[src/rtl/sync_fifo_pkg.sv]
// ---------------------------------------------------------------------------
// sync_fifo_pkg
// Shared definitions for the single-clock threshold FIFO:
//   - default parameter constants for sync_fifo_thr
//   - ptr_t / cnt_t typedefs sized for the default depth (Addr_Width+1 bits)
//   - helper functions deriving full/empty from a write/read pointer pair
// No ports (package).
// ---------------------------------------------------------------------------
package sync_fifo_pkg;

    localparam int DEF_DEPTH      = 256;
    localparam int DEF_DATA_WIDTH = 8;
    localparam int DEF_ADDR_WIDTH = 8;
    localparam int DEF_AF_LEVEL   = 240;
    localparam int DEF_AE_LEVEL   = 16;
    localparam int DEF_FWFT       = 0;

    typedef logic [DEF_ADDR_WIDTH:0] ptr_t;
    typedef logic [DEF_ADDR_WIDTH:0] cnt_t;

    // Pointers carry one extra wrap bit. Callers zero-extend them to 32 bits,
    // so "full" means the two pointers differ in exactly the wrap bit
    // (bit addrWidth) and agree on every address bit.
    function automatic logic ptrFull(input logic [31:0] wrPtr,
                                     input logic [31:0] rdPtr,
                                     input int          addrWidth);
        return ((wrPtr ^ rdPtr) == (32'd1 << addrWidth));
    endfunction

    // Empty whenever both pointers, including the wrap bit, are identical.
    function automatic logic ptrEmpty(input logic [31:0] wrPtr,
                                      input logic [31:0] rdPtr);
        return (wrPtr == rdPtr);
    endfunction

endpackage

[src/rtl/fifo_mem_2p.sv]
// ---------------------------------------------------------------------------
// fifo_mem_2p
// Depth x Data_Width register array used as FIFO storage.
// Ports:
//   i_clk     clock, write happens on posedge
//   i_wrEn    write enable
//   i_wrAddr  write address
//   i_wrData  write data
//   i_rdAddr  read address
//   o_rdData  asynchronous read data (combinational from i_rdAddr)
// Contents are never reset.
// ---------------------------------------------------------------------------
module fifo_mem_2p #(
    parameter int Depth      = 256,
    parameter int Data_Width = 8,
    parameter int Addr_Width = 8
) (
    input  logic                  i_clk,
    input  logic                  i_wrEn,
    input  logic [Addr_Width-1:0] i_wrAddr,
    input  logic [Data_Width-1:0] i_wrData,
    input  logic [Addr_Width-1:0] i_rdAddr,
    output logic [Data_Width-1:0] o_rdData
);

    logic [Data_Width-1:0] r_mem [Depth];

    // Synchronous write port; the top only asserts i_wrEn for accepted writes,
    // so a dropped write at full never disturbs stored data.
    always_ff @(posedge i_clk) begin
        if (i_wrEn) begin
            r_mem[i_wrAddr] <= i_wrData;
        end
    end

    // Asynchronous read port, which lets the top present the head word in
    // first-word-fall-through mode without an extra cycle.
    assign o_rdData = r_mem[i_rdAddr];

endmodule

[src/rtl/sync_fifo_thr.sv]
// ---------------------------------------------------------------------------
// sync_fifo_thr
// Single-clock FIFO with occupancy count, almost-full/almost-empty thresholds,
// sticky overflow/underflow flags and optional first-word-fall-through.
// Ports:
//   clk, rst      clock and synchronous active-high reset
//   wr_en/data_in write request and data
//   rd_en         read request (pop in FWFT mode)
//   data_out      read data
//   full/empty    count == Depth / count == 0
//   almost_full   count >= AF_Level
//   almost_empty  count <= AE_Level
//   count         occupancy 0..Depth
//   overflow      sticky: write attempted while full
//   underflow     sticky: read attempted while empty
//   err_clr       clears the sticky flags (a new set in the same cycle wins)
// ---------------------------------------------------------------------------
module sync_fifo_thr
    import sync_fifo_pkg::*;
#(
    parameter int Depth      = DEF_DEPTH,
    parameter int Data_Width = DEF_DATA_WIDTH,
    parameter int Addr_Width = DEF_ADDR_WIDTH,
    parameter int AF_Level   = DEF_AF_LEVEL,
    parameter int AE_Level   = DEF_AE_LEVEL,
    parameter int FWFT       = DEF_FWFT
) (
    input  logic                  clk,
    input  logic                  rst,
    input  logic                  wr_en,
    input  logic [Data_Width-1:0] data_in,
    input  logic                  rd_en,
    output logic [Data_Width-1:0] data_out,
    output logic                  full,
    output logic                  empty,
    output logic                  almost_full,
    output logic                  almost_empty,
    output logic [Addr_Width:0]   count,
    output logic                  overflow,
    output logic                  underflow,
    input  logic                  err_clr
);

    localparam int CntW = Addr_Width + 1;
    localparam logic [CntW-1:0] AF_THR = CntW'(AF_Level);
    localparam logic [CntW-1:0] AE_THR = CntW'(AE_Level);
    localparam bit FWFT_MODE = (FWFT != 0);

    // Reject parameter sets that would break the pointer arithmetic or make
    // the thresholds meaningless.
    if (Depth < 4 || (Depth & (Depth - 1)) != 0) begin : gBadDepth
        $fatal(1, "sync_fifo_thr: Depth must be a power of two >= 4");
    end
    if (Addr_Width != $clog2(Depth)) begin : gBadAddrWidth
        $fatal(1, "sync_fifo_thr: Addr_Width must equal clog2(Depth)");
    end
    if (AE_Level < 0 || AE_Level >= AF_Level || AF_Level > Depth) begin : gBadLevels
        $fatal(1, "sync_fifo_thr: need 0 <= AE_Level < AF_Level <= Depth");
    end

    logic [CntW-1:0]       r_wrPtr;
    logic [CntW-1:0]       r_rdPtr;
    logic [CntW-1:0]       r_count;
    logic                  r_full;
    logic                  r_empty;
    logic                  r_almostFull;
    logic                  r_almostEmpty;
    logic                  r_overflow;
    logic                  r_underflow;
    logic [Data_Width-1:0] r_dataOut;

    logic                  w_wrFire;
    logic                  w_rdFire;
    logic [CntW-1:0]       w_wrPtrNext;
    logic [CntW-1:0]       w_rdPtrNext;
    logic [CntW-1:0]       w_countNext;
    logic                  w_fullNext;
    logic                  w_emptyNext;
    logic [Data_Width-1:0] w_memRdData;

    // Accept/reject decisions come from the registered flags only, so the
    // request-to-fire path never loops through the next-state logic.
    assign w_wrFire = wr_en & ~r_full;
    assign w_rdFire = rd_en & ~r_empty;

    // Next-state pointers and the flags they imply. Pointers wrap naturally
    // at 2*Depth because they are exactly Addr_Width+1 bits wide, and count
    // is their modular difference.
    always_comb begin
        w_wrPtrNext = r_wrPtr + CntW'(w_wrFire);
        w_rdPtrNext = r_rdPtr + CntW'(w_rdFire);
        w_countNext = w_wrPtrNext - w_rdPtrNext;
        w_fullNext  = ptrFull(32'(w_wrPtrNext), 32'(w_rdPtrNext), Addr_Width);
        w_emptyNext = ptrEmpty(32'(w_wrPtrNext), 32'(w_rdPtrNext));
    end

    fifo_mem_2p #(
        .Depth      (Depth),
        .Data_Width (Data_Width),
        .Addr_Width (Addr_Width)
    ) uMem (
        .i_clk    (clk),
        .i_wrEn   (w_wrFire),
        .i_wrAddr (r_wrPtr[Addr_Width-1:0]),
        .i_wrData (data_in),
        .i_rdAddr (r_rdPtr[Addr_Width-1:0]),
        .o_rdData (w_memRdData)
    );

    // Pointer, occupancy and threshold state. Every flag is registered from
    // the next-state values so it describes the FIFO after this edge.
    always_ff @(posedge clk) begin
        if (rst) begin
            r_wrPtr       <= '0;
            r_rdPtr       <= '0;
            r_count       <= '0;
            r_full        <= 1'b0;
            r_empty       <= 1'b1;
            r_almostFull  <= 1'b0;
            r_almostEmpty <= 1'b1;
        end else begin
            r_wrPtr       <= w_wrPtrNext;
            r_rdPtr       <= w_rdPtrNext;
            r_count       <= w_countNext;
            r_full        <= w_fullNext;
            r_empty       <= w_emptyNext;
            r_almostFull  <= (w_countNext >= AF_THR);
            r_almostEmpty <= (w_countNext <= AE_THR);
        end
    end

    // Sticky error flags. A fresh violation in the same cycle as err_clr
    // keeps the flag set so no event is ever silently lost.
    always_ff @(posedge clk) begin
        if (rst) begin
            r_overflow  <= 1'b0;
            r_underflow <= 1'b0;
        end else begin
            r_overflow  <= (wr_en & r_full)  | (r_overflow  & ~err_clr);
            r_underflow <= (rd_en & r_empty) | (r_underflow & ~err_clr);
        end
    end

    // Registered read data for standard mode: the popped word is captured on
    // the accepted read and held otherwise. In FWFT mode this register just
    // keeps its reset value and serves as the idle output while empty.
    always_ff @(posedge clk) begin
        if (rst) begin
            r_dataOut <= '0;
        end else if (!FWFT_MODE && w_rdFire) begin
            r_dataOut <= w_memRdData;
        end
    end

    // In FWFT mode the head word is shown straight from the async read port
    // whenever something is stored.
    assign data_out     = (FWFT_MODE && !r_empty) ? w_memRdData : r_dataOut;
    assign full         = r_full;
    assign empty        = r_empty;
    assign almost_full  = r_almostFull;
    assign almost_empty = r_almostEmpty;
    assign count        = r_count;
    assign overflow     = r_overflow;
    assign underflow    = r_underflow;

endmodule

[config.mk]
export PLATFORM = sky130hd
export DESIGN_NAME = sync_fifo_thr
export DESIGN_NICKNAME = d
export VERILOG_FILES = /design/src/rtl/sync_fifo_pkg.sv /design/src/rtl/fifo_mem_2p.sv /design/src/rtl/sync_fifo_thr.sv
export SDC_FILE = /design/constraint.sdc
export NUM_CORES = 2
export LEC_CHECK = 0
export BUFFER_PORTS_ARGS = -buffer_cell sky130_fd_sc_hd__clkbuf_2
export CORE_UTILIZATION = 60
export CTS_CLUSTER_SIZE = 40
export DETAILED_ROUTE_END_ITERATION = 16
export GPL_TIMING_DRIVEN = 1
export PLACE_DENSITY_LB_ADDON = 0.05
export SLEW_MARGIN = 15
export SYNTH_ARGS = -nofsm -noshare
export SYNTH_HDL_FRONTEND = slang
export SYNTH_SLANG_ARGS = --single-unit
[constraint.sdc]
create_clock -name clk -period 5.4 [get_ports clk]
set_input_delay 1.08 -clock clk [delete_from_list [all_inputs] [get_ports clk]]
set_output_delay 1.08 -clock clk [all_outputs]
set_load 0.02 [all_outputs]
# Yosys cells after proc, flatten, opt, wreduce, memory -nomap -nowiden
# Memory sizes are Yosys's and may differ from the RTL's. A register that Yosys moved wholly into a read port is not among the register bits.
# Index checks and enable logic that the tools add are counted.
# Widths: inputs -> output; s select.
word_totals:
  regBits: 33
  mem_bits_rw: 2048
  in_bits: 13
  out_inout_bits: 23
  elab_cells: 31
  n_memories: 1
memory_table:
  columns: ["memory", "depth", "word_bits", "rd", "rd_clocked_by_memory_dff", "write_ports", "line_no", "text"]
  rows:
  - ["uMem.r_mem", 256, 8, 1, 1, 1, "fifo_mem_2p.sv:26", "logic [Data_Width-1:0] r_mem [Depth];"]
classes:
  addsub: 3
  n_lt_le_gt_ge: 2
  eq_ne: 2
  mux: 2
  bitwise_logic: 12
op_table:
  columns: ["operator", "count"]
  rows:
  - ["$add 9x1->9", 2]
  - ["$eq 9x9->1", 1]
  - ["$eq 9x9->1 const B", 1]
  - ["$ge 9x8->1 const B", 1]
  - ["$le 9x5->1 const B", 1]
  - ["$sub 9x9->9", 1]
  - ["$xor 9x9->9", 1]
  - ["$and 1x1->1", 6]
  - ["$not 1->1", 3]
  - ["$mux 1", 2]
  - ["$or 1x1->1", 2]

# Depth between registers and ports, before layout
logic_depth:
  word_depth: 5
  depth_mapped: 15
  depth_no_buf: 13

# Cells and area by module
# From an unflattened synthesis, not the netlist that was laid out.
unflattened:
  hier_cells: 3931
  area_unflattened_um2: 81239.2
modules_own_cells:
  columns: ["module", "n_inst", "cells_per_inst", "area_each_um2", "seq_area_each_um2"]
  rows:
  - ["fifo_mem_2p", 1, 3725, 79396.1, 61499.0]
  - ["sync_fifo_thr", 1, 206, 1843.0, 820.8]

# Worst setup path before layout
# No wires, ideal clock.
synth_path:
  path_kind: "input to register"
  startpoint: "input wr_en"
  endpoint: "register r_almostEmpty (netlist: almost_empty)"
  setup_ps: 118
  t_arrival_ps: 3748
  required_ps: 5282
  slack_ps: 1535
  path_stages: 12
  path_buffers: 1
  cell_sequence: "nor2b_1 clkbuf_1 ha_1 xor2_1 fa_1 nor2b_1 mux2i_1 a32oi_1 o41ai_1 a31oi_1 xor2_1 o2111a_1"
synth_via:
  elab_chain_len: 4
synth_rtl:
  columns: ["element", "line_no", "text"]
  rows:
  - ["from (decl)", "sync_fifo_thr.sv:30", "input logic wr_en,"]
  - ["$and 1x1->1", "sync_fifo_thr.sv:83", "assign w_wrFire = wr_en & ~r_full;"]
  - ["$add 9x1->9", "sync_fifo_thr.sv:90", "w_wrPtrNext = r_wrPtr + CntW'(w_wrFire);"]
  - ["named net w_wrPtrNext[1]", "sync_fifo_thr.sv:74", "logic [CntW-1:0] w_wrPtrNext;"]
  - ["$sub 9x9->9", "sync_fifo_thr.sv:92", "w_countNext = w_wrPtrNext - w_rdPtrNext;"]
  - ["$le 9x5->1", "sync_fifo_thr.sv:128", "r_almostEmpty <= (w_countNext <= AE_THR);"]
  - ["to (signal assigned)", "sync_fifo_thr.sv:128", null]
  - ["to (decl)", "sync_fifo_thr.sv:67", "logic r_almostEmpty;"]
# The timed path passes the listed nets, and every way through them passes these cells.
# A chain may end at the register's enable or synchronous reset.

==> impl_metrics.json <==
{
  "power_frac_clock": 0.398,
  "synthesis.area_sq_mm": 0.0816,
  "outcome": "complete, no violations",
  "drt_pre_antenna_iters": 5,
  "clock-skew-final_ns": 0.0196,
  "worst_r2r_startpoint": "r_rdPtr[0]",
  "fin_setup_tns_ns": 0,
  "clock_slew_seen_by_the_registers_of_the_worst_setup_and_hold_paths_ns": 0.06,
  "hold_violations": 0,
  "stdcell_area_sq_mm": 0.0904,
  "wire_length_of_the_first_global_routing_pass_um": 294000,
  "crit_arrival_ns": 4.87,
  "filler_cell_count": 8458,
  "final_util": 0.674,
  "design.portCount": 36,
  "post-cts-setup-buffer-count": 0,
  "syn_area_per_cell_sq_um": 21.1,
  "maximum_clock_path_buffer_count": 3,
  "vias_in_the_first_global_route": 40600,
  "antenna_cells_inserted": 0,
  "relSlewSlack": 0.210,
  "dominantRegCellSynth": "edfxtp_1",
  "finalMaxSlewViolations": 0,
  "worst_hold_path.num_cells": 2,
  "grt_setup_unrepaired": "no",
  "report.final.setup_viol": 0,
  "port_buffers": 35,
  "ys_types": 62,
  "post_cts_resize_count": 0,
  "number_of_max_capacitance_violations_reported": 0,
  "fin_total_pwr_uw": 34000,
  "initial_cell_density_of_the_core": 0.609,
  "dpl_cell_area_sq_mm": 0.0840,
  "post_route_cells_drive_above_1_share": 0.239,
  "core-area_sq_mm": 0.134,
  "dp_hpwl_um": 125000,
  "track_usage": 0.305,
  "power_switching_share": 0.219,
  "timing.hold.worst_endpoint": "data_out[3]",
  "synth-seq-area-share": 0.763,
  "comb_power_share": 0.076,
  "worst_ep_required_time_ns": 6.11,
  "worst_skew_pair.late_latency_ns": 0.83,
  "yosysTopAreaCellShare": 0.753,
  "area_delta_synth_final_pct": 10.7,
  "hold_path.class": "reg -> reg",
  "clkSinkCount": 2089,
  "htreeDepth": 4,
  "worst_pin_slew_ns": 1.18,
  "switchingPower_uw": 7460,
  "yosys-top-cells-area": "edfxtp_1, mux4_2, mux2i_1",
  "rr_worst_depth": 10,
  "worstSetupPathType": "reg -> reg",
  "critPathLaunchType": "flip-flop",
  "drcViolationCount": 0,
  "layout_commonest_cell": "edfxtp_1",
  "drt-wirelength-per-cell_um": 34.5,
  "hold_buffers": 0,
  "fmax_mhz": 240,
  "worst_hold_startpoint": "data_out[3]",
  "overflow": 0,
  "power-per-cell-area_mw_per_mm2": 376,
  "ant_nets": 0,
  "tritoncts": "done",
  "nNetsFinal": 4015,
  "synth_seq_cells": 2089,
  "floorplan.die.width_um": 371,
  "floorplan.die_area_sq_mm": 0.138,
  "initial_antenna_violation_count": 6,
  "drt-vias-per-instance": 6.77,
  "critPathMaxFanout": 32,
  "grt_max_degree": 166,
  "sequential_fraction_of_design_power": 0.526,
  "cellLeakagePower_uw": 0.0274,
  "cell_internal_pwr_uw": 26600,
  "biggest_area_consumer_among_synthesized_cells": "edfxtp_1",
  "yosys_warnings": 0,
  "synthCells": 3868,
  "layout_common_cells": "edfxtp_1, mux4_2, nor2_1",
  "die_h_um": 371,
  "dr.first_iter.drc_count": 5202,
  "synth_enable_flop_cells": 2048,
  "post-route-min-period_ns": 4.16,
  "reg2reg_setup_slack_ns": 1.24,
  "totalWireLength_um": 204000,
  "cts_buffers": 204,
  "vdd.ir_drop.worst_v": 0.000356,
  "worstReg2RegEnd": "data_out[1]",
  "proportion_of_synthesized_flip_flops_having_asynchronous_set_or_reset": 0,
  "clk_root_buffer_cell": "clkbuf_16",
  "period_share": 0.771,
  "mappedNetlistNets": 3892,
  "num_rows": 134,
  "setup.worst_path.end_class": "flip-flop",
  "place.gp.congestion": 0.957,
  "num_vias": 40100
}
how the worst max path moves through the flow:
stage / start / endpoint / cells past startpoint / slack (ns)
after floorplan: wr_en / almost_empty / 12 / 1.53
after global placement: wr_en / almost_empty / 12 / 1.15
after detailed placement: wr_en / almost_empty / 12 / 1.06
after CTS: r_rdPtr[0] / data_out[1] / 10 / 1.18
after global routing: r_rdPtr[0] / data_out[1] / 10 / 1.09
final: r_rdPtr[0] / data_out[1] / 10 / 1.24
per-layer routing:
layer  vias to the layer above  global-route usage  share of wire
li1                      16300                   -              -
met1                     21300               0.442           0.39
met2                      2214               0.473           0.48
met3                       330              0.0664          0.097
met4                         6              0.0945          0.030
met5                         -                   0        0.00023
synthesized netlist by cell type (12+ instances only):
master    count
edfxtp_1   2048
mux4_2      522
nor2_1      318
mux2i_1     155
clkbuf_1    108
nand2_1     107
nand3_1      60
buf_2        46
a21oi_1      44
dfxtp_1      41
nor2b_1      35
buf_4        32
buf_6        30
a22oi_1      24
mux2_2       21
o21ai_0      20
a221oi_1     17
buf_1        17
nand4_1      16
o22ai_1      16
xnor2_1      15
a211oi_1     14
a221o_1      12
state kept, by name, indices dropped and copies added (netlist names):
name and flops:
almost_empty 1, almost_full 1, count 9, data_out 8
empty 1, full 1, overflow 1, r_rdPtr 9
r_wrPtr 9, uMem.r_mem 2048, underflow 1
final cells by class:
type                       count  area, sq um  area share
clock buffer                 255         5370      0.0594
multi-input combinational   1532        18000       0.199
clock inverter               119          956      0.0106
timing repair buffer         151         1450      0.0160
tap                         1768         2210      0.0245
sequential                  2089        62300       0.690
inverter                      13         56.3    0.000623
power by group through the flow:
| stage | Sequential (uW) | Combinational [uW] | Clock [uW] |
|---|---|---|---|
| after floorplan | 18200 | 1730 | 0 |
| after global placement | 18200 | 2570 | 0 |
| after detailed placement | 18200 | 2610 | 0 |
| after CTS | 17900 | 2610 | 13700 |
| after global routing | 17900 | 2730 | 14200 |
| final | 17900 | 2590 | 13500 |
critical path: stages (launching register included):
cell and delay, ns:
dfxtp_4 0.71, buf_12 0.38, buf_12 0.25, mux4_2 0.54
mux4_2 0.48, mux2i_1 0.21, nor2_1 0.12, a2111oi_0 0.67
buf_4 0.24, a311oi_1 0.06, a211o_1 0.30
stage by stage:
| step | worst slack (ns) | std cells | hold slack [ns] |
|---|---|---|---|
| floorplan | 1.53 | 3868 | 0.487 |
| global placement | 1.15 | 5552 | 0.449 |
| detailed placement | 1.06 | 5552 | 0.456 |
| CTS | 1.18 | 5926 | 0.478 |
| global route | 1.09 | 5927 | 0.486 |
| finish | 1.24 | 5927 | 0.480 |
cell families after synthesis:
logic type	after synthesis	share of synthesized area
buf+inv	247	0.0164
flops	2089	0.763
xor+xnor	25	0.00268
compound gates	217	0.0190
simple gates	580	0.0306
mux	698	0.166
fa+ha+maj	12	0.00190
Power figures use the tool's default switching activity.
